<file path="config.mk">
export PLATFORM = sky130hd
export DESIGN_NAME = fetch_stage
export DESIGN_NICKNAME = d
export VERILOG_FILES = /design/src/rtl/fetch_stage.sv
export SDC_FILE = /design/constraint.sdc
export NUM_CORES = 1
export LEC_CHECK = 0
export ABC_CLOCK_PERIOD_IN_PS = 4740
export CAP_MARGIN = 20
export CORE_UTILIZATION = 49
export DETAILED_ROUTE_END_ITERATION = 6
export GPL_ROUTABILITY_DRIVEN = 0
export PLACE_DENSITY = 0.86
export SLEW_MARGIN = 20
export SYNTH_ARGS = -nofsm -noshare
export SYNTH_HDL_FRONTEND = slang
export SYNTH_SLANG_ARGS = --single-unit
</file>
<file path="constraint.sdc">
create_clock -name clk -period 4.74 [get_ports clk]
set_input_delay 0.948 -clock clk [delete_from_list [all_inputs] [get_ports clk]]
set_output_delay 0.948 -clock clk [all_outputs]
set_load 0.1 [all_outputs]
</file>
<file path="src/rtl/fetch_stage.sv">
// Instruction-fetch stage: program counter, instruction-memory address and the
// IF/ID pipeline register. Supports hazard stalls, EX redirects, a start
// handshake after reset, and a halt word that freezes fetch until reset.
module fetch_stage #(
  parameter logic [7:0]  RESET_PC  = 8'h00,
  parameter logic [31:0] HALT_WORD = 32'hFFFF_FFFF
) (
  input  logic        clk,
  input  logic        rst,
  input  logic        start,
  input  logic        stall,
  input  logic        redirect,
  input  logic [7:0]  redirect_addr,
  output logic [7:0]  imem_addr,
  input  logic [31:0] imem_rdata,
  output logic [31:0] if_instr,
  output logic [7:0]  if_pc,
  output logic [7:0]  if_pc_next,
  output logic        if_valid,
  output logic        halted,
  output logic [15:0] fetch_count
);

  typedef enum logic [1:0] {
    ST_IDLE   = 2'b00,
    ST_RUN    = 2'b01,
    ST_HALTED = 2'b10
  } state_e;

  state_e      state_q, state_d;
  logic [7:0]  pc_q, pc_d;
  logic [31:0] if_instr_q, if_instr_d;
  logic [7:0]  if_pc_q, if_pc_d;
  logic [7:0]  if_pc_next_q, if_pc_next_d;
  logic        if_valid_q, if_valid_d;
  logic        halted_q, halted_d;
  logic [15:0] fetch_count_q, fetch_count_d;

  // Next-state and IF/ID update; every register holds unless a rule below fires.
  always_comb begin
    state_d       = state_q;
    pc_d          = pc_q;
    if_instr_d    = if_instr_q;
    if_pc_d       = if_pc_q;
    if_pc_next_d  = if_pc_next_q;
    if_valid_d    = if_valid_q;
    halted_d      = halted_q;
    fetch_count_d = fetch_count_q;

    case (state_q)
      ST_IDLE: begin
        // No fetch while idle, but a redirect may still preset the PC.
        if_valid_d = 1'b0;
        if (redirect) begin
          pc_d = redirect_addr;
        end else begin
          pc_d = pc_q;
        end
        if (start) begin
          state_d = ST_RUN;
        end else begin
          state_d = ST_IDLE;
        end
      end

      ST_RUN: begin
        if (redirect) begin
          // Taken branch/jump squashes the word in flight: insert one bubble.
          pc_d         = redirect_addr;
          if_instr_d   = 32'h0000_0000;
          if_valid_d   = 1'b0;
          if_pc_d      = 8'h00;
          if_pc_next_d = 8'h00;
        end else if (stall) begin
          // Hazard hold: all registers keep their defaults.
          pc_d = pc_q;
        end else if (imem_rdata == HALT_WORD) begin
          // Halt word is never issued; PC stays pointing at it.
          state_d    = ST_HALTED;
          if_instr_d = 32'h0000_0000;
          if_valid_d = 1'b0;
          halted_d   = 1'b1;
        end else begin
          if_instr_d    = imem_rdata;
          if_pc_d       = pc_q;
          if_pc_next_d  = pc_q + 8'd1;
          if_valid_d    = 1'b1;
          pc_d          = pc_q + 8'd1;
          fetch_count_d = fetch_count_q + 16'd1;
        end
      end

      ST_HALTED: begin
        // Frozen until reset; start, stall and redirect are ignored.
        if_valid_d = 1'b0;
        halted_d   = 1'b1;
      end

      default: begin
        state_d    = ST_IDLE;
        if_valid_d = 1'b0;
        halted_d   = 1'b0;
      end
    endcase
  end

  // State and pipeline registers with synchronous reset.
  always_ff @(posedge clk) begin
    if (rst) begin
      state_q       <= ST_IDLE;
      pc_q          <= RESET_PC;
      if_instr_q    <= 32'h0000_0000;
      if_pc_q       <= 8'h00;
      if_pc_next_q  <= 8'h00;
      if_valid_q    <= 1'b0;
      halted_q      <= 1'b0;
      fetch_count_q <= 16'h0000;
    end else begin
      state_q       <= state_d;
      pc_q          <= pc_d;
      if_instr_q    <= if_instr_d;
      if_pc_q       <= if_pc_d;
      if_pc_next_q  <= if_pc_next_d;
      if_valid_q    <= if_valid_d;
      halted_q      <= halted_d;
      fetch_count_q <= fetch_count_d;
    end
  end

  assign imem_addr   = pc_q;
  assign if_instr    = if_instr_q;
  assign if_pc       = if_pc_q;
  assign if_pc_next  = if_pc_next_q;
  assign if_valid    = if_valid_q;
  assign halted      = halted_q;
  assign fetch_count = fetch_count_q;

endmodule

</file>
==> results of run 1 <==
registers in the layout, summed over array words and instances (netlist names):
name         cells
if_instr        32
if_valid         1
state_q          2
if_pc            8
imem_addr        8
halted           1
if_pc_next       8
fetch_count     16
layer usage:
layer	vias up	part of all wire
met5	-	0
met4	0	0.023
met3	18	0.055
met2	122	0.49
met1	1558	0.43
li1	1568	-
worst max-delay path: stages:
cell and delay [ns]:
sky130_fd_sc_hd__clkdlybuf4s50_1 0.80, sky130_fd_sc_hd__nand2b_1 0.61, sky130_fd_sc_hd__nor2_1 0.67, sky130_fd_sc_hd__nand2_1 0.21, sky130_fd_sc_hd__o32ai_1 0.16
Yosys cell counts, drive strengths merged, types with 2 or more instances:
master   instances
mux2i            3
o311ai           5
xor2             3
nor4b            8
o32ai            5
nand2           19
or3              2
a311o            8
dfxtp           76
o31ai            3
and4             3
buf             10
o21a             2
nand4           13
o21ai           10
nand2b           3
nor3b            9
a2bb2oi          2
nand3b           6
inv             10
a22o            32
ha               5
clkbuf          18
a31oi            2
nand3            8
nor4             2
nor2            22
a21oi           12
xnor2           15
nor3             3
a2111oi          2
nand4b           5
a211oi          10
through the flow:
stage,std cells,power (uW),setup WS [ns],utilization
2_1_floorplan,353,844,2.32,-
3_3_place_gp,530,926,1.43,0.685
3_5_place_dp,530,930,1.31,0.685
4_1_cts,546,1410,1.68,0.714
5_1_grt,546,1450,1.40,0.714
6_report,546,1400,1.60,0.714
power by group:
group	total (uW)	switching, uW	internal [uW]
Clock	487	244	243
Combinational	249	166	83.3
Sequential	668	16.4	652
Total	1400	426	978
area by class of cell:
cell class	count	area, sq um	area share
Multi-Input combinational cell	238	1730	0.359
Sequential cell	76	1520	0.316
Timing Repair Buffer	125	1230	0.256
Clock buffer	10	128	0.0265
Tap cell	80	100	0.0208
Clock inverter	6	65.1	0.0135
Inverter	11	41.3	0.00856
kinds of logic after synthesis:
group                    after synthesis  synth area share
AO/OA/AOI/OAI                        103             0.238
adder cells (fa/ha/maj)                5            0.0183
buffers and inverters                 39            0.0477
XOR/XNOR                              18            0.0462
AND/OR/NAND/NOR                      108             0.192
flip-flops                            76             0.446
multiplexers                           4            0.0121
how the worst max path moves through the flow:
stage	from	end	slack (ns)	depth (start not counted)
6_report	redirect	if_pc_next[6]$_SDFFE_PP0P_	1.60	5
3_5_place_dp	redirect	if_pc_next[6]$_SDFFE_PP0P_	1.31	5
2_1_floorplan	imem_rdata[15]	imem_addr[4]$_SDFFE_PP0P_	2.32	6
5_1_grt	redirect	if_pc_next[6]$_SDFFE_PP0P_	1.40	5
4_1_cts	imem_addr[5]$_SDFFE_PP0P_	imem_addr[5]	1.68	1
3_3_place_gp	imem_rdata[30]	if_instr[6]$_SDFFE_PP0P_	1.43	8
==> flow_summary.rst, run 1 <==
.. list-table::
   :header-rows: 1

   * - Metric
     - Value
   * - Status
     - completed
   * - Die height
     - 85.4 um
   * - Boundary Pins
     - 119
   * - Number of enable flip-flop cells after synthesis
     - 0
   * - Hold buffers post-CTS
     - 0
   * - Worst r2r dst
     - if_pc_next[6]$_SDFFE_PP0P_
   * - Setup repair after global routing missed its margin
     - false
   * - Number of nets in the layout
     - 511
   * - Final Hold Viols
     - 0
   * - Residual DRC
     - 0
   * - Cts bufs inserted
     - 9
   * - Standard-cell row count
     - 30
   * - Starting DRT DRC Count
     - ~240
   * - Post-synthesis cell area
     - roughly 3400 sq um
   * - # resized after CTS
     - 0
   * - Leak
     - 0.00166 uW
   * - Async set-reset flop share out of synthesis
     - 0
   * - Pin count of the biggest net entering global routing
     - 46
   * - Setup slack, reg-to-reg
     - 1.89 ns
   * - Maximum buffer depth of the clock tree
     - 2
   * - Area of all placed cells without fillers
     - 4820 sq um
   * - First-pass GRT wire length
     - 14.4 mm
   * - Setup violations, final
     - 0
   * - Count of distinct cell types in the synthesized netlist
     - 53
   * - Critical path capture point type
     - flip-flop
   * - Ratio of routed vias to standard cells
     - 5.98
   * - Seq/Total Area, Yosys
     - 0.446
   * - Met2 global-route usage
     - 0.404
   * - Min-delay src
     - if_instr[27]$_SDFFE_PP0P_
   * - Largest vdd supply drop
     - between 0.00015 and 0.0002 V
   * - Minimum period implied by the final worst setup slack
     - 3.14 ns
   * - Number of iterations in the first detailed-routing pass
     - 6
   * - Root buf cell
     - sky130_fd_sc_hd__clkbuf_8
   * - Core ar.
     - roughly 6800 sq um
   * - Die area
     - 7300 sq um
   * - Power density cells
     - 291 nW/um^2
   * - Antenna Nets Post-Route
     - 0
   * - Worst Hold Margin
     - about 0.48 ns
   * - Warning count from the yosys run
     - 0
   * - Estimated wirelength of the detail-placed design
     - 6.30 mm
   * - Fraction of layout instances using a drive strength above 1
     - 0.0622
   * - Chip width
     - 85.4 um
   * - Vias in the first global route
     - 2877
   * - Final wirelength
     - 9.14 mm
   * - Worst hold path type
     - reg -> reg
   * - TritonCTS clock tree
     - done
   * - Number of clock sinks seen by CTS
     - 76
   * - Layout overhead on the synthesized area
     - 41.4%
   * - Commonest non-fill, non-tap cell in the layout
     - sky130_fd_sc_hd__clkdlybuf4s50_1
   * - Period utilisation layout
     - 0.663
   * - Top library cells by usage in the layout, fill and taps aside
     - sky130_fd_sc_hd__clkdlybuf4s50_1 (118), sky130_fd_sc_hd__dfxtp_1 (76), sky130_fd_sc_hd__a22o_1 (32)
   * - Synthesized flop and latch total
     - 76
   * - Post-CTS repair timing setup buffer count
     - 0
   * - IO Port Bufs
     - 118
   * - Total negative slack for setup checks
     - 0 ns
   * - Global routing usage on met1
     - 0.328
   * - Mapped Nets
     - 403
   * - Antenna violations before repair
     - 0
   * - Number of max-cap violations
     - 0
   * - Worst-path fanout max
     - 21
   * - Max Clk Rate
     - 318 MHz
   * - H-tree depth reported by CTS
     - 3
   * - Global Route Usage Sum
     - 0.250
   * - Met3 Resource Use GR
     - 0.0418
   * - Register clock-pin slew on the reported worst setup and hold paths
     - roughly 0.08 ns
   * - Capture endpoint of the worst hold path
     - if_instr[27]$_SDFFE_PP0P_
   * - Placed cell areas
     - 4630 sq um
   * - Initial core utilization
     - 0.505
   * - Launch point of the worst reg-to-reg path
     - state_q[1]$_SDFFE_PP0P_
   * - Layout filler cell count
     - 514
   * - Hold Path Stages
     - 1
   * - Slew of the pin with the lowest slew margin
     - 1.04 ns
   * - Top cell type's share of synthesized area
     - 0.446
   * - Startpoint type of the worst setup path
     - primary input
   * - Path depth of the worst reg2reg path
     - 6
   * - Leading area contributor after synthesis
     - sky130_fd_sc_hd__dfxtp_1
   * - Final routed wire length divided by cell count
     - around 17 um
   * - Dominant synthesized flop cell
     - sky130_fd_sc_hd__dfxtp_1
   * - Global-route layer with the greatest usage
     - met2
   * - Remaining global-route overflow
     - 0
   * - Critical path arrival
     - 3.41 ns
   * - Synthesized area per cell
     - 9.66 sq um
   * - Mapped Cells
     - 353
   * - Slew margin rel.
     - 0.306
   * - Count of final max-slew check failures
     - 0
   * - Most area-consuming cells after synthesis
     - sky130_fd_sc_hd__dfxtp_1 (45%), sky130_fd_sc_hd__a22o_1 (8.2%), sky130_fd_sc_hd__xnor2_1 (3.9%)
   * - Number of inserted diodes
     - 0
   * - Post-route clock skew
     - approximately 0.0099 ns
   * - Number of vias after detailed routing
     - 3266
   * - CP Class
     - in -> reg
   * - Insertion delay of the later-clocked pin in the worst-skew pair
     - 0.36 ns
   * - Critical path required time
     - 5.01 ns
Note: power is estimated with default switching activity, not from simulation.
==> run 2: changes to the inputs <==
Settings changed: ABC_CLOCK_PERIOD_IN_PS 4740 to 3000, CORE_UTILIZATION 49 to 45, PLACE_DENSITY 0.86 to 0.8.
Clock period 4.74 ns to 3 ns, I/O delays scaled along.
==> run 2 against run 1 <==
Register-to-register slack got worse by 1.3 ns. Sequential power rose by 59%. Utilization fell by 6.6 points. Final cell count rose by 4.4%. Clock skew barely moved. Via count fell by 0.18%. Clock power rose by 66%. Design area fell by 2.1%. Non-clock buffer count rose by 5. Clock-buffer cell count did not move. Largest cell class unchanged.
==> flow_summary.rst, run 2 (same netlist as run 1, synthesis figures left out) <==
.. list-table::
   :header-rows: 1

   * - Metric
     - Value
   * - First-pass GRT wire length
     - 14.1 mm
   * - Final wirelength
     - around 9.0 mm
   * - Commonest non-fill, non-tap cell in the layout
     - sky130_fd_sc_hd__buf_4
   * - Total negative slack for setup checks
     - 0 ns
   * - Number of iterations in the first detailed-routing pass
     - 4
   * - TritonCTS clock tree
     - done
   * - Status
     - completed
   * - Minimum period implied by the final worst setup slack
     - 2.47 ns
   * - Power spent charging and discharging nets
     - slightly below 700 uW
   * - Root buf cell
     - sky130_fd_sc_hd__clkbuf_8
   * - # resized after CTS
     - 0
   * - Startpoint type of the worst setup path
     - primary input
   * - Worst hold path type
     - reg -> reg
   * - Area of all placed cells without fillers
     - ~4700 sq um
   * - Number of nets in the layout
     - 516
   * - Pin count of the biggest net entering global routing
     - 46
   * - DP Worst Slack
     - approximately 0.21 ns
   * - Final setup margin
     - 0.528 ns
   * - Global Route Usage Sum
     - 0.229
   * - Vias in the first global route
     - 2891
   * - Boundary Pins
     - roughly 120
   * - H-tree depth reported by CTS
     - 3
   * - Cell internal pwr
     - ~1600 uW
   * - Antenna Nets Post-Route
     - 0
   * - Cts bufs inserted
     - 9
   * - Number of clock sinks seen by CTS
     - 76
   * - Global-route layer with the greatest usage
     - met2
   * - Maximum buffer depth of the clock tree
     - 2
   * - Met3 Resource Use GR
     - 0.0388
   * - Global routing usage on met1
     - 0.317
   * - Number of inserted diodes
     - 0
   * - Antenna violations before repair
     - 0
   * - Setup repair after global routing missed its margin
     - false
   * - Count of placed standard cells in the final layout, fillers left out
     - 570
   * - Switching Share
     - 0.303
   * - Largest register FFs
     - 32
   * - Post-route clock skew
     - 0.0103 ns
   * - Post-CTS repair timing setup buffer count
     - 0
   * - Core ar.
     - 7290 sq um
   * - Die height
     - 89.0 um
   * - Total power
     - 2260 uW
   * - Setup violations, final
     - 0
   * - Starting DRT DRC Count
     - 196
   * - Chip width
     - 89.0 um
   * - Number of max-cap violations
     - 0
   * - Fraction of power consumed by the clock network
     - 0.358
   * - Final Hold Viols
     - 0
   * - Estimated wirelength of the detail-placed design
     - 6.50 mm
   * - Period utilisation layout
     - 0.824
   * - Register clock-pin slew on the reported worst setup and hold paths
     - 0.08 ns
   * - Standard-cell row count
     - 31
   * - Comb pwr share
     - 0.173
   * - Fraction of power consumed by sequential logic
     - 0.468
   * - Leak
     - 0.00183 uW
   * - Residual DRC
     - 0
   * - Largest vdd supply drop
     - 0.000303 V
   * - Initial core utilization
     - 0.468
   * - CP Class
     - in -> reg
   * - Count of final max-slew check failures
     - 0
   * - Fraction of layout instances using a drive strength above 1
     - 0.231
   * - Critical path required time
     - roughly 3.2 ns
   * - Cells after DPL
     - 554
   * - Critical path arrival
     - 2.67 ns
   * - Hold buffers post-CTS
     - 0
   * - Number of vias after detailed routing
     - 3260
   * - Top library cells by usage in the layout, fill and taps aside
     - sky130_fd_sc_hd__buf_4 (86), sky130_fd_sc_hd__dfxtp_1 (76), sky130_fd_sc_hd__clkdlybuf4s50_1 (44)
   * - Critical path capture point type
     - flip-flop
   * - Slew margin rel.
     - 0.512
   * - Remaining global-route overflow
     - 0
   * - Ratio of routed vias to standard cells
     - between 5 and 6
   * - IO Port Bufs
     - 118
   * - Insertion delay of the later-clocked pin in the worst-skew pair
     - 0.35 ns
   * - Final routed wire length divided by cell count
     - 15.7 um
   * - Slew of the pin with the lowest slew margin
     - 0.730 ns
   * - Met2 global-route usage
     - 0.362
   * - Die area
     - 7930 sq um
   * - Max Clk Rate
     - 404 MHz
   * - Power density cells
     - 478 nW/um^2
   * - Worst-path fanout max
     - 18
   * - Placed cell areas
     - 4510 sq um
   * - Layout overhead on the synthesized area
     - 38.4%
[run 2: critical path: stages]
cell	delay (ns)
sky130_fd_sc_hd__clkdlybuf4s50_1	0.50
sky130_fd_sc_hd__nand4_1	0.17
sky130_fd_sc_hd__nor4_4	0.39
sky130_fd_sc_hd__buf_4	0.29
sky130_fd_sc_hd__a21boi_1	0.25
sky130_fd_sc_hd__nor2_1	0.32
sky130_fd_sc_hd__a221oi_1	0.13
[run 2: cell type report]
class | count | area (sq um)
Clock inverter | 6 | 71.3
Sequential cell | 76 | 1520
Multi-Input combinational cell | 238 | 1740
Inverter | 11 | 41.3
Timing Repair Buffer | 130 | 1090
Clock buffer | 10 | 138
Fill cell | 620 | 2570
Tap cell | 99 | 124
[run 2: path summary, 6_finish.rpt]
check / to / from / depth (start not counted) / slack (ns)
worst min register to register: if_valid$_SDFFE_PP0N_ / if_valid$_SDFFE_PP0N_ / 2 / 0.46
worst min-delay path: if_valid$_SDFFE_PP0N_ / if_valid$_SDFFE_PP0N_ / 2 / 0.46
worst max register to register: imem_addr[0]$_SDFFE_PP0P_ / state_q[1]$_SDFFE_PP0P_ / 7 / 0.60
worst max-delay path: imem_addr[0]$_SDFFE_PP0P_ / imem_rdata[15] / 7 / 0.53
[run 2: power by group through the flow]
| stage | combinational, uW | sequential [uW] | clock, uW |
|---|---|---|---|
| detailed placement | 390 | 1080 | 0 |
| finish | 391 | 1060 | 808 |
| global placement | 386 | 1080 | 0 |
| global route | 412 | 1060 | 883 |
| floorplan | 113 | 1220 | 0 |
| CTS | 391 | 1060 | 827 |
[run 2: metrics by stage]
step / utilization / hold WS [ns]
global placement: 0.618 / 0.443
finish: 0.647 / 0.458
CTS: 0.647 / 0.462
global route: 0.647 / 0.501
floorplan: - / 0.486
detailed placement: 0.618 / 0.449
[run 2: per-layer routing]
metal	vias up	share of wire
li1	1574	-
met1	1567	0.45
met2	105	0.48
met3	14	0.058
met4	0	0.015
met5	-	0
